--- config.mk ---
export PLATFORM = sky130hd
export DESIGN_NAME = fetch_sequencer
export DESIGN_NICKNAME = d
export VERILOG_FILES = /design/src/rtl/fetch_pkg.sv /design/src/rtl/fetch_out_reg.sv /design/src/rtl/fetch_sequencer.sv
export SDC_FILE = /design/constraint.sdc
export NUM_CORES = 1
export LEC_CHECK = 0
export BUFFER_PORTS_ARGS = -buffer_cell sky130_fd_sc_hd__buf_2
export CORE_MARGIN = 1
export CORE_UTILIZATION = 50
export DETAILED_ROUTE_END_ITERATION = 7
export GPL_TIMING_DRIVEN = 1
export PLACE_DENSITY = 0.95
export SKIP_LAST_GASP = 1
export SLEW_MARGIN = 25
export SYNTH_ARGS = -nofsm -noshare
export SYNTH_HDL_FRONTEND = slang
export SYNTH_SLANG_ARGS = --single-unit
--- constraint.sdc ---
create_clock -name clk -period 3.84 [get_ports clk]
set_clock_uncertainty 0.2 [all_clocks]
set_input_delay 0 -clock clk [delete_from_list [all_inputs] [get_ports clk]]
set_output_delay 0 -clock clk [all_outputs]
set_load 0.05 [all_outputs]
--- src/rtl/fetch_pkg.sv ---
// Shared state encoding, defaults and helpers for the instruction fetch sequencer.
// No logic of its own; imported by fetch_out_reg and fetch_sequencer.
package fetch_pkg;

  typedef enum logic [1:0] {
    IDLE    = 2'd0,
    WAIT    = 2'd1,
    DISCARD = 2'd2
  } fetch_state_t;

  localparam logic [31:0] PC_STEP_DEFAULT   = 32'd4;
  localparam logic [31:0] NOP_INSTR_DEFAULT = 32'h0000_0013;

  // Forces a byte address onto a 32-bit instruction boundary.
  function automatic logic [31:0] align_word(input logic [31:0] addr);
    return addr & ~32'd3;
  endfunction

endpackage

--- src/rtl/fetch_out_reg.sv ---
// One-entry instruction output register: load/flush/consume take effect on the next edge.
// Backpressure: holds the entry while consume (decode ready) is low; flush beats load beats consume.
module fetch_out_reg
  import fetch_pkg::*;
#(
  parameter logic [31:0] NOP_INSTR = NOP_INSTR_DEFAULT
) (
  input  logic        clk,
  input  logic        rst,
  input  logic        load,
  input  logic [31:0] load_instr,
  input  logic [31:0] load_pc,
  input  logic        flush,
  input  logic        consume,
  output logic        instr_valid,
  output logic [31:0] instr,
  output logic [31:0] instr_pc
);

  logic        valid_q;
  logic [31:0] instr_q;
  logic [31:0] pc_q;

  always_ff @(posedge clk) begin
    if (rst) begin
      valid_q <= 1'b0;
      instr_q <= NOP_INSTR;
      pc_q    <= 32'd0;
    end else if (flush) begin
      valid_q <= 1'b0;
    end else if (load) begin
      valid_q <= 1'b1;
      instr_q <= load_instr;
      pc_q    <= load_pc;
    end else if (valid_q && consume) begin
      valid_q <= 1'b0;
    end
  end

  assign instr_valid = valid_q;
  assign instr       = valid_q ? instr_q : NOP_INSTR;
  assign instr_pc    = pc_q;

endmodule

--- src/rtl/fetch_sequencer.sv ---
// PC/fetch control: issues one imem request at a time (min period 2 cycles), redirects/traps flush stale data.
// Stalls issue while the output register is full and decode not ready; FETCH_MISALIGN_CHECK_EN rejects misaligned redirects.
module fetch_sequencer
  import fetch_pkg::*;
#(
  parameter logic [31:0] PC_STEP   = PC_STEP_DEFAULT,
  parameter logic [31:0] NOP_INSTR = NOP_INSTR_DEFAULT
) (
  input  logic        clk,
  input  logic        rst,
  input  logic [31:0] pc_value,
  output logic        pc_nwen,
  output logic [31:0] new_pc_value,
  output logic        imem_req,
  output logic [31:0] imem_addr,
  input  logic        imem_ack,
  input  logic [31:0] imem_rdata,
  output logic        instr_valid,
  output logic [31:0] instr,
  output logic [31:0] instr_pc,
  input  logic        instr_ready,
  input  logic        redirect_valid,
  input  logic [31:0] redirect_target,
  input  logic        trap_valid,
  input  logic [31:0] trap_vector
`ifdef FETCH_MISALIGN_CHECK_EN
  ,
  output logic        fetch_misaligned
`endif
);

  fetch_state_t state;
  fetch_state_t state_nxt;
  logic [31:0]  pending_pc;
  logic         redirect_ok;
  logic         evt;
  logic [31:0]  tgt;
  logic         issue;
  logic         load;
  logic         flush;

`ifdef FETCH_MISALIGN_CHECK_EN
  logic misaligned;

  // A misaligned branch target is dropped entirely; a trap in the same cycle still wins.
  assign misaligned  = redirect_valid & ~trap_valid & (redirect_target[1:0] != 2'b00);
  assign redirect_ok = redirect_valid & ~misaligned;
  assign tgt         = trap_valid ? trap_vector : redirect_target;

  always_ff @(posedge clk) begin
    if (rst) fetch_misaligned <= 1'b0;
    else     fetch_misaligned <= misaligned;
  end
`else
  assign redirect_ok = redirect_valid;
  assign tgt         = trap_valid ? trap_vector : align_word(redirect_target);
`endif

  assign evt = trap_valid | redirect_ok;

  always_comb begin
    state_nxt    = state;
    pc_nwen      = 1'b1;
    new_pc_value = pc_value;
    imem_req     = 1'b0;
    imem_addr    = pc_value;
    issue        = 1'b0;
    load         = 1'b0;
    flush        = 1'b0;

    if (evt) begin
      pc_nwen      = 1'b0;
      new_pc_value = tgt;
      flush        = 1'b1;
    end

    case (state)
      IDLE: begin
        if (!evt && (!instr_valid || instr_ready)) begin
          issue        = 1'b1;
          imem_req     = 1'b1;
          pc_nwen      = 1'b0;
          new_pc_value = pc_value + PC_STEP;
          state_nxt    = WAIT;
        end
      end
      WAIT: begin
        if (imem_ack) begin
          load      = ~evt;
          state_nxt = IDLE;
        end else if (evt) begin
          state_nxt = DISCARD;
        end
      end
      DISCARD: begin
        if (imem_ack) state_nxt = IDLE;
      end
      default: state_nxt = IDLE;
    endcase

    if (rst) begin
      pc_nwen  = 1'b1;
      imem_req = 1'b0;
    end
  end

  always_ff @(posedge clk) begin
    if (rst) begin
      state      <= IDLE;
      pending_pc <= 32'd0;
    end else begin
      state <= state_nxt;
      if (issue) pending_pc <= pc_value;
    end
  end

  fetch_out_reg #(
    .NOP_INSTR (NOP_INSTR)
  ) u_out_reg (
    .clk         (clk),
    .rst         (rst),
    .load        (load),
    .load_instr  (imem_rdata),
    .load_pc     (pending_pc),
    .flush       (flush),
    .consume     (instr_ready),
    .instr_valid (instr_valid),
    .instr       (instr),
    .instr_pc    (instr_pc)
  );

endmodule

==> results.rst <==
.. list-table::
   :header-rows: 1

   * - Metric
     - Value
   * - Maximum fanout count along the critical path
     - 39
   * - GP Congestion
     - 0.840
   * - Synthesized net count
     - 854
   * - Detailed-route DRC error count
     - 0
   * - Critical Path Max Stage Delay
     - 0.77 ns
   * - Total number of H-tree levels
     - 3
   * - Switching fraction of total power
     - 33.4%
   * - Cells traversed along the worst timing path
     - or2b_2 -> nand2_1 -> nor2_4 -> a211oi_1 -> a21oi_1 -> buf_2
   * - Max Clk Rate
     - 337 MHz
   * - Largest net degree at the start of global routing
     - 102
   * - Maximum buffer depth of the clock tree
     - 2
   * - Sum of negative setup slack
     - 0 ns
   * - Path depth of the worst reg2reg path
     - 6
   * - Global-route wire length before repair
     - 29,000 µm
   * - Overall global routing resource usage
     - 33.2%
   * - Origin of the worst min-delay path
     - rst
   * - Leak Pwr
     - 3.13 nW
   * - Headroom to the max-slew limit
     - 30.0%
   * - Mean Syn Cell Area
     - 7.44 µm²
   * - EDFF count, synth
     - 0
   * - Resized Gates After CTS
     - 0
   * - Share of synthesized area occupied by flip-flops and latches
     - 37.1%
   * - Final number of setup-violating endpoints
     - 0
   * - Post-route minimum period
     - 2.97 ns
   * - Pin slew with the least headroom to its limit
     - 1.05 ns
   * - Number of standard-cell rows in the floorplan
     - 37
   * - Layout cells sized above 1
     - 30.3%
   * - Cts-stage hold buffer count
     - 68
   * - Area Growth Syn to Fin
     - 35.0%
   * - Gr ovfl total
     - 0
   * - Vias per cell
     - 5.53
   * - Footprint of the multi-input gates
     - 2810 µm²
   * - Unrepaired setup endpoints after global routing
     - no
   * - PwrDens
     - 320 nW/µm²
   * - Sw Pwr
     - 772 µW
   * - Total number of vias
     - 6,222
   * - Ports placed on the boundary
     - 265
   * - Post-Synthesis Cells
     - 719
   * - Post-route antenna net violation count
     - 0
   * - Die boundary height
     - 105 µm
   * - Combinational Power Share
     - 25.8%
   * - WHS Endpoint
     - u_out_reg.instr_q[2]
   * - DR iter-0 viols
     - 797
   * - Reg-to-reg endpoint
     - pending_pc[30]
   * - Initial antenna violation count
     - 1
   * - Count of port buffers added during placement
     - 262
   * - Number of clock sinks
     - 99
   * - Number of setup buffers added after CTS
     - 0
   * - Cell count of the worst hold path
     - 2
   * - Clock slew at the register clock pins of the worst setup and hold paths
     - 0.10 ns
   * - Startpoint type of the worst setup path
     - flip-flop
   * - Final period util
     - 77.2%
   * - Outcome
     - finished, final reports clean
   * - Latest clock arrival within the worst-skew pair
     - 0.37 ns
   * - FF+latch count, synth
     - 99
   * - Area occupied by registers
     - 1980 µm²
   * - Worst endpoint required time
     - 3.64 ns
   * - Async set-or-reset flop fraction in the synthesized netlist
     - 0%
   * - Initial Utilization
     - 51.8%
   * - First-pass iteration count of the detailed router
     - 5
   * - Critical R2R Launch
     - u_out_reg.instr_valid
   * - Final wirelength
     - 18,900 µm
   * - Most common cell after layout, fill and taps aside
     - buf_2
   * - Chip width
     - 105 µm
   * - Share of power burned in registers
     - 45.8%
   * - Post-route setup slack
     - 0.874 ns
   * - Total of fill cells in the finished design
     - 786
   * - Crit path max-delay cell type
     - nor2_4
   * - Worst voltage drop across the vdd grid
     - 0.000200 V
   * - Most frequent cells in the layout
     - buf_2, nand2_1, a21oi_1
   * - Clock tree from TritonCTS
     - yes
   * - Flip-flop cell with the highest count after synthesis
     - dfxtp_1
   * - HP Class
     - input pin to flip-flop
   * - Category of the most critical setup path
     - flip-flop to primary output
   * - Critical Path End Type
     - primary output
   * - Worst setup slack before clock tree synthesis
     - 1.19 ns
   * - Post-Syn Area
     - 5350 µm²
   * - Slew Viols, Final
     - 0
   * - Warnings from Yosys
     - 0
   * - Register-to-register setup slack
     - 1.28 ns
   * - Wire length per cell after detailed routing
     - 16.8 µm
   * - Final number of hold-violating endpoints
     - 0
   * - Unique masters post-synth
     - 44
   * - Total number of nets in the final design
     - 1,119
   * - Post-detailed-placement half-perimeter wirelength
     - 11,700 µm
   * - Cell-internal power
     - 1.54 mW
   * - Die Area
     - 11,100 µm²
   * - Cts bufs inserted
     - 9
   * - Clock network power share
     - 28.4%
   * - Arrival time of data at the critical path endpoint
     - 2.77 ns
   * - Number of global-route vias before repair
     - 5,732
   * - Placeable core region
     - 10,300 µm²
   * - Buffer type at the clock tree root
     - clkbuf_8
   * - Maximum capacitance violations
     - 0
routing by layer:
layer	GRT usage (%)	vias to the layer above	part of all wire, %
met5	0	-	0
met4	15.9	0	3.4
met3	8.23	62	11
met2	56.7	431	48
met1	38.9	2821	38
li1	-	2908	-
per-stage QoR:
stage          std cells  power (mW)  cell area, µm²  util (%)  hold WS (ns)
3_3_place_gp        1041        1.60            6340      61.4       -0.0164
6_report            1126        2.31            7220      70.0        0.0674
4_1_cts             1125        2.30            7220      69.9        0.0867
5_1_grt             1126        2.39            7220      70.0         0.117
3_5_place_dp        1041        1.60            6340      61.5      0.000449
2_1_floorplan        719        1.45            5350         -        -0.123
cell families (layout without fill, tap and decap cells):
group                      count (synthesis)  count (layout)  synth area share, %
AOI/OAI and AO/OA                        156             156                 16.0
adders and majority gates                  1               1                0.234
xor gates and xnor gates                  28              28                 4.59
other                                      0               1                    0
and+or+nand+nor                          332             332                 28.3
buffers and inverters                     86             356                 10.6
muxes                                     17              17                 3.21
DFF                                       99              99                 37.1
sequential cells by signal, indices dropped and copies added, names as in the netlist:
register	cells
pending_pc	32
u_out_reg.instr_pc	32
u_out_reg.instr_q	32
state	2
u_out_reg.instr_valid	1
cell usage after synthesis (2+ instances only):
| library cell | n | share of area (%) |
|---|---|---|
| o22ai_1 | 4 | 0.47 |
| nor3_2 | 2 | 0.37 |
| and2_1 | 30 | 3.5 |
| nand3_1 | 12 | 1.1 |
| dfxtp_1 | 99 | 37 |
| a21oi_1 | 117 | 11 |
| nand3b_1 | 4 | 0.56 |
| a22oi_1 | 6 | 0.84 |
| and3_1 | 3 | 0.35 |
| buf_6 | 13 | 2.7 |
| nand4_1 | 14 | 1.6 |
| nor4_1 | 2 | 0.23 |
| a211oi_1 | 13 | 1.8 |
| clkbuf_1 | 27 | 1.9 |
| nor2b_1 | 2 | 0.23 |
| nand2b_1 | 5 | 0.58 |
| nor2_1 | 23 | 1.6 |
| xnor2_1 | 8 | 1.3 |
| o21ai_0 | 9 | 0.84 |
| xor2_1 | 20 | 3.3 |
| nor3_1 | 6 | 0.56 |
| inv_1 | 2 | 0.14 |
| buf_2 | 10 | 0.94 |
| and4_1 | 2 | 0.33 |
| buf_4 | 33 | 4.6 |
| o221ai_1 | 4 | 0.66 |
| mux2i_1 | 16 | 3.0 |
| nand2_1 | 214 | 15 |
| nor3b_1 | 4 | 0.56 |
power by group through the flow:
stage / logic, mW / registers (mW) / clock network [mW]
2_1_floorplan: 0.375 / 1.08 / 0
3_3_place_gp: 0.519 / 1.08 / 0
3_5_place_dp: 0.523 / 1.08 / 0
4_1_cts: 0.578 / 1.06 / 0.664
5_1_grt: 0.625 / 1.06 / 0.705
6_report: 0.596 / 1.06 / 0.657
critical path: cells and delay by family (launching register included):
family / cells / cell delay (ns)
compound gates: 2 / 0.35
buf+inv: 1 / 0.29
flops: 1 / 0.49
simple gates: 3 / 1.24
area by class of cell:
class                   instances  share of cell area [%]
multi-input cells             534                    38.9
repair buffers                338                    28.4
flip-flops and latches         99                    27.5
well taps                     136                    2.36
clock buffers                   9                    1.72
clock inverters                 7                   0.953
inverters                       2                   0.104
diodes                          1                  0.0347
worst max-delay path by stage:
stage | start | end | slack [ns] | cells after the start
after floorplan | u_out_reg.instr_valid | new_pc_value[3] | 1.04 | 5
after global placement | u_out_reg.instr_valid | new_pc_value[27] | 1.22 | 6
after detailed placement | u_out_reg.instr_valid | pending_pc[30] | 1.19 | 6
after CTS | u_out_reg.instr_valid | new_pc_value[8] | 0.78 | 6
after global routing | u_out_reg.instr_valid | new_pc_value[23] | 0.74 | 6
final | u_out_reg.instr_valid | new_pc_value[23] | 0.87 | 6
(Power assumes the default switching activity.)
